<file path="config.mk">
export PLATFORM = sky130hd
export DESIGN_NAME = apb_arbiter_2to1_flat
export DESIGN_NICKNAME = d
export VERILOG_FILES = /design/src/rtl/apb_arbiter_2to1_pkg.sv /design/src/rtl/apb_arbiter_2to1_if.sv /design/src/rtl/apb_arbiter_2to1_pick.sv /design/src/rtl/apb_arbiter_2to1.sv /design/src/flat_wrapper.sv
export SDC_FILE = /design/constraint.sdc
export NUM_CORES = 1
export LEC_CHECK = 0
export BUFFER_PORTS_ARGS = -buffer_cell sky130_fd_sc_hd__buf_2
export CAP_MARGIN = 0
export CORE_AREA = 3 3 122 124
export DETAILED_ROUTE_END_ITERATION = 8
export DIE_AREA = 0 0 125 127
export GPL_TIMING_DRIVEN = 1
export PLACE_DENSITY = 0.69
export SYNTH_ARGS = -nofsm -noshare
export SYNTH_HDL_FRONTEND = slang
export SYNTH_SLANG_ARGS = --single-unit
</file>
<file path="constraint.sdc">
create_clock -name clk -period 1.4 [get_ports clk]
set_input_delay 0.14 -clock clk [delete_from_list [all_inputs] [get_ports clk]]
set_output_delay 0.14 -clock clk [all_outputs]
set_load 0.01 [all_outputs]
</file>
<file path="src/rtl/apb_arbiter_2to1_pkg.sv">
// Shared types and constants for the two-master APB arbiter.
package apb_arbiter_2to1_pkg;

  localparam int ARB_NPORTS = 2;

  typedef enum logic [1:0] {
    ARB_IDLE   = 2'd0,
    ARB_SETUP  = 2'd1,
    ARB_ACCESS = 2'd2
  } arb_state_t;

  typedef logic [ARB_NPORTS-1:0] arb_req_t;

endpackage

</file>
<file path="src/rtl/apb_arbiter_2to1_if.sv">
// APB bus bundle; "master" drives address/control, "slave" drives the response.
interface apb_arbiter_2to1_if #(
  parameter int ADDR_W = 32,
  parameter int DATA_W = 32
);

  logic                  psel;
  logic                  penable;
  logic                  pwrite;
  logic [ADDR_W-1:0]     paddr;
  logic [DATA_W-1:0]     pwdata;
  logic [DATA_W/8-1:0]   pstrb;
  logic [DATA_W-1:0]     prdata;
  logic                  pready;
  logic                  pslverr;

  modport master (
    output psel, penable, pwrite, paddr, pwdata, pstrb,
    input  prdata, pready, pslverr
  );

  modport slave (
    input  psel, penable, pwrite, paddr, pwdata, pstrb,
    output prdata, pready, pslverr
  );

endinterface

</file>
<file path="src/rtl/apb_arbiter_2to1_pick.sv">
// Combinational winner select for the 2:1 APB arbiter.
// APB_ARB_RR_EN selects round-robin on ties; otherwise port 1 has fixed priority.
module apb_arb_pick
  import apb_arbiter_2to1_pkg::*;
(
  input  arb_req_t req_i,
  input  logic     last_grant_i,
  output logic     valid_o,
  output logic     grant_o
);

  assign valid_o = |req_i;

`ifdef APB_ARB_RR_EN
  always_comb begin
    grant_o = req_i[1];
    // On a tie, hand the bus to whichever port did not win last time.
    if (&req_i) begin
      grant_o = ~last_grant_i;
    end
  end
`else
  logic unused_last_grant;
  assign unused_last_grant = last_grant_i;
  assign grant_o           = req_i[1];
`endif

endmodule

</file>
<file path="src/rtl/apb_arbiter_2to1.sv">
// Shares one downstream APB slave between a fetch port (s0) and a data port (s1).
// Tie policy: APB_ARB_RR_EN defined -> round-robin, undefined -> port 1 fixed priority.
module apb_arbiter_2to1
  import apb_arbiter_2to1_pkg::*;
#(
  parameter int ADDR_W = 32,
  parameter int DATA_W = 32
) (
  input  logic                      clk,
  input  logic                      rst,
  apb_arbiter_2to1_if.slave         s0,
  apb_arbiter_2to1_if.slave         s1,
  apb_arbiter_2to1_if.master        m
);

  localparam logic [1:0] ST_IDLE   = ARB_IDLE;
  localparam logic [1:0] ST_SETUP  = ARB_SETUP;
  localparam logic [1:0] ST_ACCESS = ARB_ACCESS;

  logic [1:0]            state_q, state_d;
  logic                  grant_q, grant_d;
  logic                  last_grant_q, last_grant_d;
  logic [ADDR_W-1:0]     paddr_q, paddr_d;
  logic [DATA_W-1:0]     pwdata_q, pwdata_d;
  logic [DATA_W/8-1:0]   pstrb_q, pstrb_d;
  logic                  pwrite_q, pwrite_d;

  arb_req_t              req;
  logic                  pick_valid;
  logic                  pick_grant;
  logic                  rsp_valid;
  logic                  unused_penable;

  assign req            = {s1.psel, s0.psel};
  assign unused_penable = s0.penable ^ s1.penable;

  apb_arb_pick u_pick (
    .req_i        (req),
    .last_grant_i (last_grant_q),
    .valid_o      (pick_valid),
    .grant_o      (pick_grant)
  );

  always_comb begin
    state_d      = state_q;
    grant_d      = grant_q;
    last_grant_d = last_grant_q;
    paddr_d      = paddr_q;
    pwdata_d     = pwdata_q;
    pstrb_d      = pstrb_q;
    pwrite_d     = pwrite_q;
    case (state_q)
      ST_IDLE: begin
        // Capture the winner's command here so upstream changes cannot leak downstream.
        if (pick_valid) begin
          state_d      = ST_SETUP;
          grant_d      = pick_grant;
          last_grant_d = pick_grant;
          paddr_d      = pick_grant ? s1.paddr  : s0.paddr;
          pwdata_d     = pick_grant ? s1.pwdata : s0.pwdata;
          pstrb_d      = pick_grant ? s1.pstrb  : s0.pstrb;
          pwrite_d     = pick_grant ? s1.pwrite : s0.pwrite;
        end
      end
      ST_SETUP: begin
        state_d = ST_ACCESS;
      end
      ST_ACCESS: begin
        if (m.pready) begin
          state_d = ST_IDLE;
        end
      end
      default: begin
        state_d = ST_IDLE;
      end
    endcase
  end

  always_ff @(posedge clk) begin
    if (rst) begin
      state_q      <= ST_IDLE;
      grant_q      <= 1'b0;
      last_grant_q <= 1'b1;
      paddr_q      <= '0;
      pwdata_q     <= '0;
      pstrb_q      <= '0;
      pwrite_q     <= 1'b0;
    end else begin
      state_q      <= state_d;
      grant_q      <= grant_d;
      last_grant_q <= last_grant_d;
      paddr_q      <= paddr_d;
      pwdata_q     <= pwdata_d;
      pstrb_q      <= pstrb_d;
      pwrite_q     <= pwrite_d;
    end
  end

  assign m.psel    = (state_q != ST_IDLE);
  assign m.penable = (state_q == ST_ACCESS);
  assign m.paddr   = paddr_q;
  assign m.pwdata  = pwdata_q;
  assign m.pstrb   = pstrb_q;
  assign m.pwrite  = pwrite_q;

  // The response is steered only to the granted port and only in its completion cycle.
  assign rsp_valid  = (state_q == ST_ACCESS) && m.pready;

  assign s0.pready  = rsp_valid && !grant_q;
  assign s0.pslverr = rsp_valid && !grant_q && m.pslverr;
  assign s0.prdata  = (rsp_valid && !grant_q) ? m.prdata : '0;

  assign s1.pready  = rsp_valid && grant_q;
  assign s1.pslverr = rsp_valid && grant_q && m.pslverr;
  assign s1.prdata  = (rsp_valid && grant_q) ? m.prdata : '0;

`ifndef SYNTHESIS
  logic granted_psel;
  assign granted_psel = grant_q ? s1.psel : s0.psel;

  // A master abandoning its transfer still lets the downstream cycle finish.
  always_ff @(posedge clk) begin
    if (!rst && (state_q != ST_IDLE)) begin
      assert (granted_psel)
        else $error("apb_arbiter_2to1: granted psel dropped before pready");
    end
  end
`endif

endmodule

</file>
<file path="src/flat_wrapper.sv">
// flat-port wrapper written by rule: the top's interface ports become plain ports
module apb_arbiter_2to1_flat import apb_arbiter_2to1_pkg::*;
#(
  parameter int ADDR_W = 32,
  parameter int DATA_W = 32
)
  (clk, rst, s0_psel, s0_penable, s0_pwrite, s0_paddr, s0_pwdata, s0_pstrb, s0_prdata, s0_pready, s0_pslverr, s1_psel, s1_penable, s1_pwrite, s1_paddr, s1_pwdata, s1_pstrb, s1_prdata, s1_pready, s1_pslverr, m_psel, m_penable, m_pwrite, m_paddr, m_pwdata, m_pstrb, m_prdata, m_pready, m_pslverr);
  apb_arbiter_2to1_if #(.ADDR_W(ADDR_W), .DATA_W(DATA_W)) s0_i ();
  apb_arbiter_2to1_if #(.ADDR_W(ADDR_W), .DATA_W(DATA_W)) s1_i ();
  apb_arbiter_2to1_if #(.ADDR_W(ADDR_W), .DATA_W(DATA_W)) m_i ();
  input  logic clk;
  input  logic rst;
  input wire logic [$bits(s0_i.psel)-1:0] s0_psel;
  input wire logic [$bits(s0_i.penable)-1:0] s0_penable;
  input wire logic [$bits(s0_i.pwrite)-1:0] s0_pwrite;
  input wire logic [$bits(s0_i.paddr)-1:0] s0_paddr;
  input wire logic [$bits(s0_i.pwdata)-1:0] s0_pwdata;
  input wire logic [$bits(s0_i.pstrb)-1:0] s0_pstrb;
  output wire logic [$bits(s0_i.prdata)-1:0] s0_prdata;
  output wire logic [$bits(s0_i.pready)-1:0] s0_pready;
  output wire logic [$bits(s0_i.pslverr)-1:0] s0_pslverr;
  input wire logic [$bits(s1_i.psel)-1:0] s1_psel;
  input wire logic [$bits(s1_i.penable)-1:0] s1_penable;
  input wire logic [$bits(s1_i.pwrite)-1:0] s1_pwrite;
  input wire logic [$bits(s1_i.paddr)-1:0] s1_paddr;
  input wire logic [$bits(s1_i.pwdata)-1:0] s1_pwdata;
  input wire logic [$bits(s1_i.pstrb)-1:0] s1_pstrb;
  output wire logic [$bits(s1_i.prdata)-1:0] s1_prdata;
  output wire logic [$bits(s1_i.pready)-1:0] s1_pready;
  output wire logic [$bits(s1_i.pslverr)-1:0] s1_pslverr;
  output wire logic [$bits(m_i.psel)-1:0] m_psel;
  output wire logic [$bits(m_i.penable)-1:0] m_penable;
  output wire logic [$bits(m_i.pwrite)-1:0] m_pwrite;
  output wire logic [$bits(m_i.paddr)-1:0] m_paddr;
  output wire logic [$bits(m_i.pwdata)-1:0] m_pwdata;
  output wire logic [$bits(m_i.pstrb)-1:0] m_pstrb;
  input wire logic [$bits(m_i.prdata)-1:0] m_prdata;
  input wire logic [$bits(m_i.pready)-1:0] m_pready;
  input wire logic [$bits(m_i.pslverr)-1:0] m_pslverr;
  assign s0_i.psel = s0_psel;
  assign s0_i.penable = s0_penable;
  assign s0_i.pwrite = s0_pwrite;
  assign s0_i.paddr = s0_paddr;
  assign s0_i.pwdata = s0_pwdata;
  assign s0_i.pstrb = s0_pstrb;
  assign s0_prdata = s0_i.prdata;
  assign s0_pready = s0_i.pready;
  assign s0_pslverr = s0_i.pslverr;
  assign s1_i.psel = s1_psel;
  assign s1_i.penable = s1_penable;
  assign s1_i.pwrite = s1_pwrite;
  assign s1_i.paddr = s1_paddr;
  assign s1_i.pwdata = s1_pwdata;
  assign s1_i.pstrb = s1_pstrb;
  assign s1_prdata = s1_i.prdata;
  assign s1_pready = s1_i.pready;
  assign s1_pslverr = s1_i.pslverr;
  assign m_psel = m_i.psel;
  assign m_penable = m_i.penable;
  assign m_pwrite = m_i.pwrite;
  assign m_paddr = m_i.paddr;
  assign m_pwdata = m_i.pwdata;
  assign m_pstrb = m_i.pstrb;
  assign m_i.prdata = m_prdata;
  assign m_i.pready = m_pready;
  assign m_i.pslverr = m_pslverr;
  apb_arbiter_2to1 #(.ADDR_W(ADDR_W), .DATA_W(DATA_W)) u_core (.clk(clk), .rst(rst), .s0(s0_i), .s1(s1_i), .m(m_i));
endmodule
</file>
==> results by group <==
Floorplanning
  – Rows: 43
  – Core area: 13880 sq um
  – Starting Density: between 20% and 30%
  – DIE WIDTH: about 130 microns
  – Die height: approximately 130 microns
  – IO Pins: about 320
  – Die area: 15880 sq um

Worst setup path
  – Crit-path cells: nor2b_4 -> and3_4 -> buf_16 -> and2_1 -> buf_2
  – Crit path launch: u_core.state_q[1]
  – R2R Path Start: u_core.state_q[0]
  – Reg2Reg Depth: 7
  – CP Class: flip-flop to output port
  – Slowest CP cell: dfxtp_2
  – CP Capture Type: output port
  – Worst path arrival time: 1.46 ns
  – CP max stage delay: around 0.32 ns
  – WP data required: 1.26 ns
  – Highest net fanout along the worst path: 17
  – Critical Path End: s1_prdata[3]
  – Worst R2R End: u_core.m.pwdata[21]
  – Worst reg2reg setup slack: 0 ns
  – Setup crit start kind: flip-flop

Power and ir drop
  – Peak supply drop: about 0.00053 V
  – Pwr Density: approximately 1100 nW/um^2
  – Leakage: about 3.3 nW

Placed design
  – GPL Wtd Cong: 0.8747
  – Dpl cells: around 880
  – DP HPWL: 11.01 mm
  – Port Buf Inserts: roughly 310

Cells and area
  – Commonest non-fill, non-tap cell in the layout: buf_2
  – Final core occ: ~45%
  – Fillers: between 1000 and 1500
  – Final std cells w/o fill: 902
  – Fin nets: between 800 and 900
  – Area grow syn2layout: 65.41%
  – Antenna cells: 0
  – Most frequent cells in the layout: 301 x buf_2, 70 x mux2i_1, 70 x dfxtp_1, 61 x and2_1, 60 x a21oi_1
  – Layout cells sized above 1: 54.99%

Synth
  – Synth warn: 0
  – Synth Register Bits: between 70 and 80
  – Synth Instances: 405
  – Mean Syn Cell Area: between 9 and 10 sq um
  – Sequential share of the synthesized area: ~38%
  – Synth Cell Area: 3809 sq um
  – Yosys cell types: 24
  – Syn Nets: 583

Timing
  – Final period utilization: 114.2%
  – Worst Max-Slew Pin Slew: between 0.3 and 0.4 ns
  – Skew final: 0.006507 ns
  – Slew Limit Fails: 0
  – FMAX: between 0.6 and 0.7 GHz
  – Min Tclk post-route: ~1.6 ns
  – RSZ-0062 raised after global routing: yes
  – Endpoints failing hold: 0
  – Setup violations, final: 69
  – Min Hold Slack: around 0.11 ns
  – Max transition margin: around 75%
  – Final worst setup slack: -0.1993 ns

Clock network
  – Clk buf depth: 2
  – CTS tree: built
  – H-tree Lvls: 3
  – Cts-stage hold buffer count: 0
  – Clock slew at reported path FFs: about 0.06 ns
  – CTS Buf Count: 9
  – Worst-skew pair later-pin latency: approximately 0.33 ns
  – Root Driver: clkbuf_16
  – Clock sinks: 72

Status
  – Outcome: finished, violations left
  – Failing checks: setup timing

Min path
  – Hold Path Stages: 3
  – Hold crit path type: input port to flip-flop

Routing
  – Wire length per cell: 16.65 microns
  – Initial DRC Count: about 120
  – Final ANT Viol Nets: 0
  – Drt first pass iters: 4
  – Remaining routing DRC violations: 0
  – Drt via density: approximately 4.7
  – Via count: around 4200
  – Detailed-route wire length: about 15 mm

GRT
  – Overall routing resource usage: between 15 and 20%
  – Pin count of the biggest net entering global routing: 73
  – Vias in the first global route: 3860
  – First-pass GRT wire length: around 21 mm
  – Gr ovfl total: 0
  – Initial antenna violation count: 0

Run
  – Max cap viols: 0
## worst min path at each step
stage | startpoint | to | slack (ns)
final | s0_psel | u_core.state_q[0] | 0.11
after global routing | s0_psel | u_core.state_q[0] | 0.14
after CTS | s0_psel | u_core.state_q[0] | 0.09
after detailed placement | s0_psel | u_core.state_q[0] | 0.45
after global placement | s0_psel | u_core.state_q[0] | 0.45
after floorplan | s0_psel | u_core.state_q[0] | 0.32
## repair_timing
item                                    CTS  global route
pin swaps                                 1             2
gates cloned                              1             5
gates resized for setup                  19            15
endpoints found under the setup margin   68            93
setup buffers                             0             3
## cell usage after synthesis
library cell / n / area [sq um]
nor2b_2: 1 / 8.760
and2_1: 66 / 412.9
dfxtp_1: 72 / 1441
nor3_1: 1 / 5.000
clkbuf_2: 2 / 10.01
a21oi_1: 60 / 300.3
a211oi_1: 59 / 442.9
buf_6: 2 / 22.52
or2_1: 1 / 6.260
buf_2: 19 / 95.09
and3_1: 1 / 6.260
a21oi_2: 10 / 87.58
nand2_1: 1 / 3.750
o21ai_0: 1 / 5.000
a211oi_2: 10 / 125.1
and3b_1: 1 / 8.760
inv_2: 1 / 3.750
buf_4: 1 / 7.510
nor2_1: 2 / 7.510
mux2i_1: 70 / 700.7
buf_1: 2 / 7.510
clkbuf_1: 19 / 71.32
nor2_2: 1 / 6.260
nor2_4: 2 / 22.52
## per-layer routing
metal	share of wire [%]	global-route usage, %	vias up
li1	-	-	2095
met1	38	18.36	1902
met2	52	29.99	215
met3	8.7	4.933	17
met4	1.7	5.931	0
met5	0	0	-
## layout make-up
cell class                 count  area, sq um  area share [%]
clock buffer                   9        225.2           3.575
clock inverter                 7        93.84           1.490
inverter                       1        3.754         0.05958
multi-input combinational    287         2173           34.50
sequential                    72         1444           22.92
tap                          180        225.2           3.575
timing repair buffer         346         2135           33.88
## metrics by stage
stage | cell area (sq um) | power (mW) | setup WS, ns | TNS (ns)
floorplan | 3809 | 3.381 | 0.005865 | 0
global placement | 5679 | 4.158 | 0.08247 | 0
detailed placement | 5679 | 4.181 | 0.04536 | 0
CTS | 6088 | 6.679 | -0.2131 | -12.78
global route | 6300 | 7.121 | -0.2804 | -18.83
finish | 6300 | 6.776 | -0.1993 | -11.66
## sequential cells by signal, summed over array words and instances, names as in the netlist
register / flops
u_core.grant_q: 1
u_core.m.pstrb: 4
u_core.m.pwdata: 32
u_core.m.paddr: 32
u_core.state_q: 2
u_core.m.pwrite: 1
## power by group
group,switching (mW),internal [mW],total (mW)
clock,0.904,1.56,2.46
sequential,0.129,2.30,2.43
combinational,0.962,0.918,1.88
total,1.99,4.78,6.78
## logic make-up after synthesis
kind of cell           share of synthesized area, %
and+or+nand+nor                               12.81
muxes                                         18.40
buffers and inverters                         5.716
AOI/OAI and AO/OA                             25.23
DFF                                           37.84
## worst max-delay path: cells and delay by family (launching register included)
family,cells,cell delay [ns]
simple gates,3,0.53
flops,1,0.32
buf+inv,2,0.28
(Power assumes the default switching activity.)
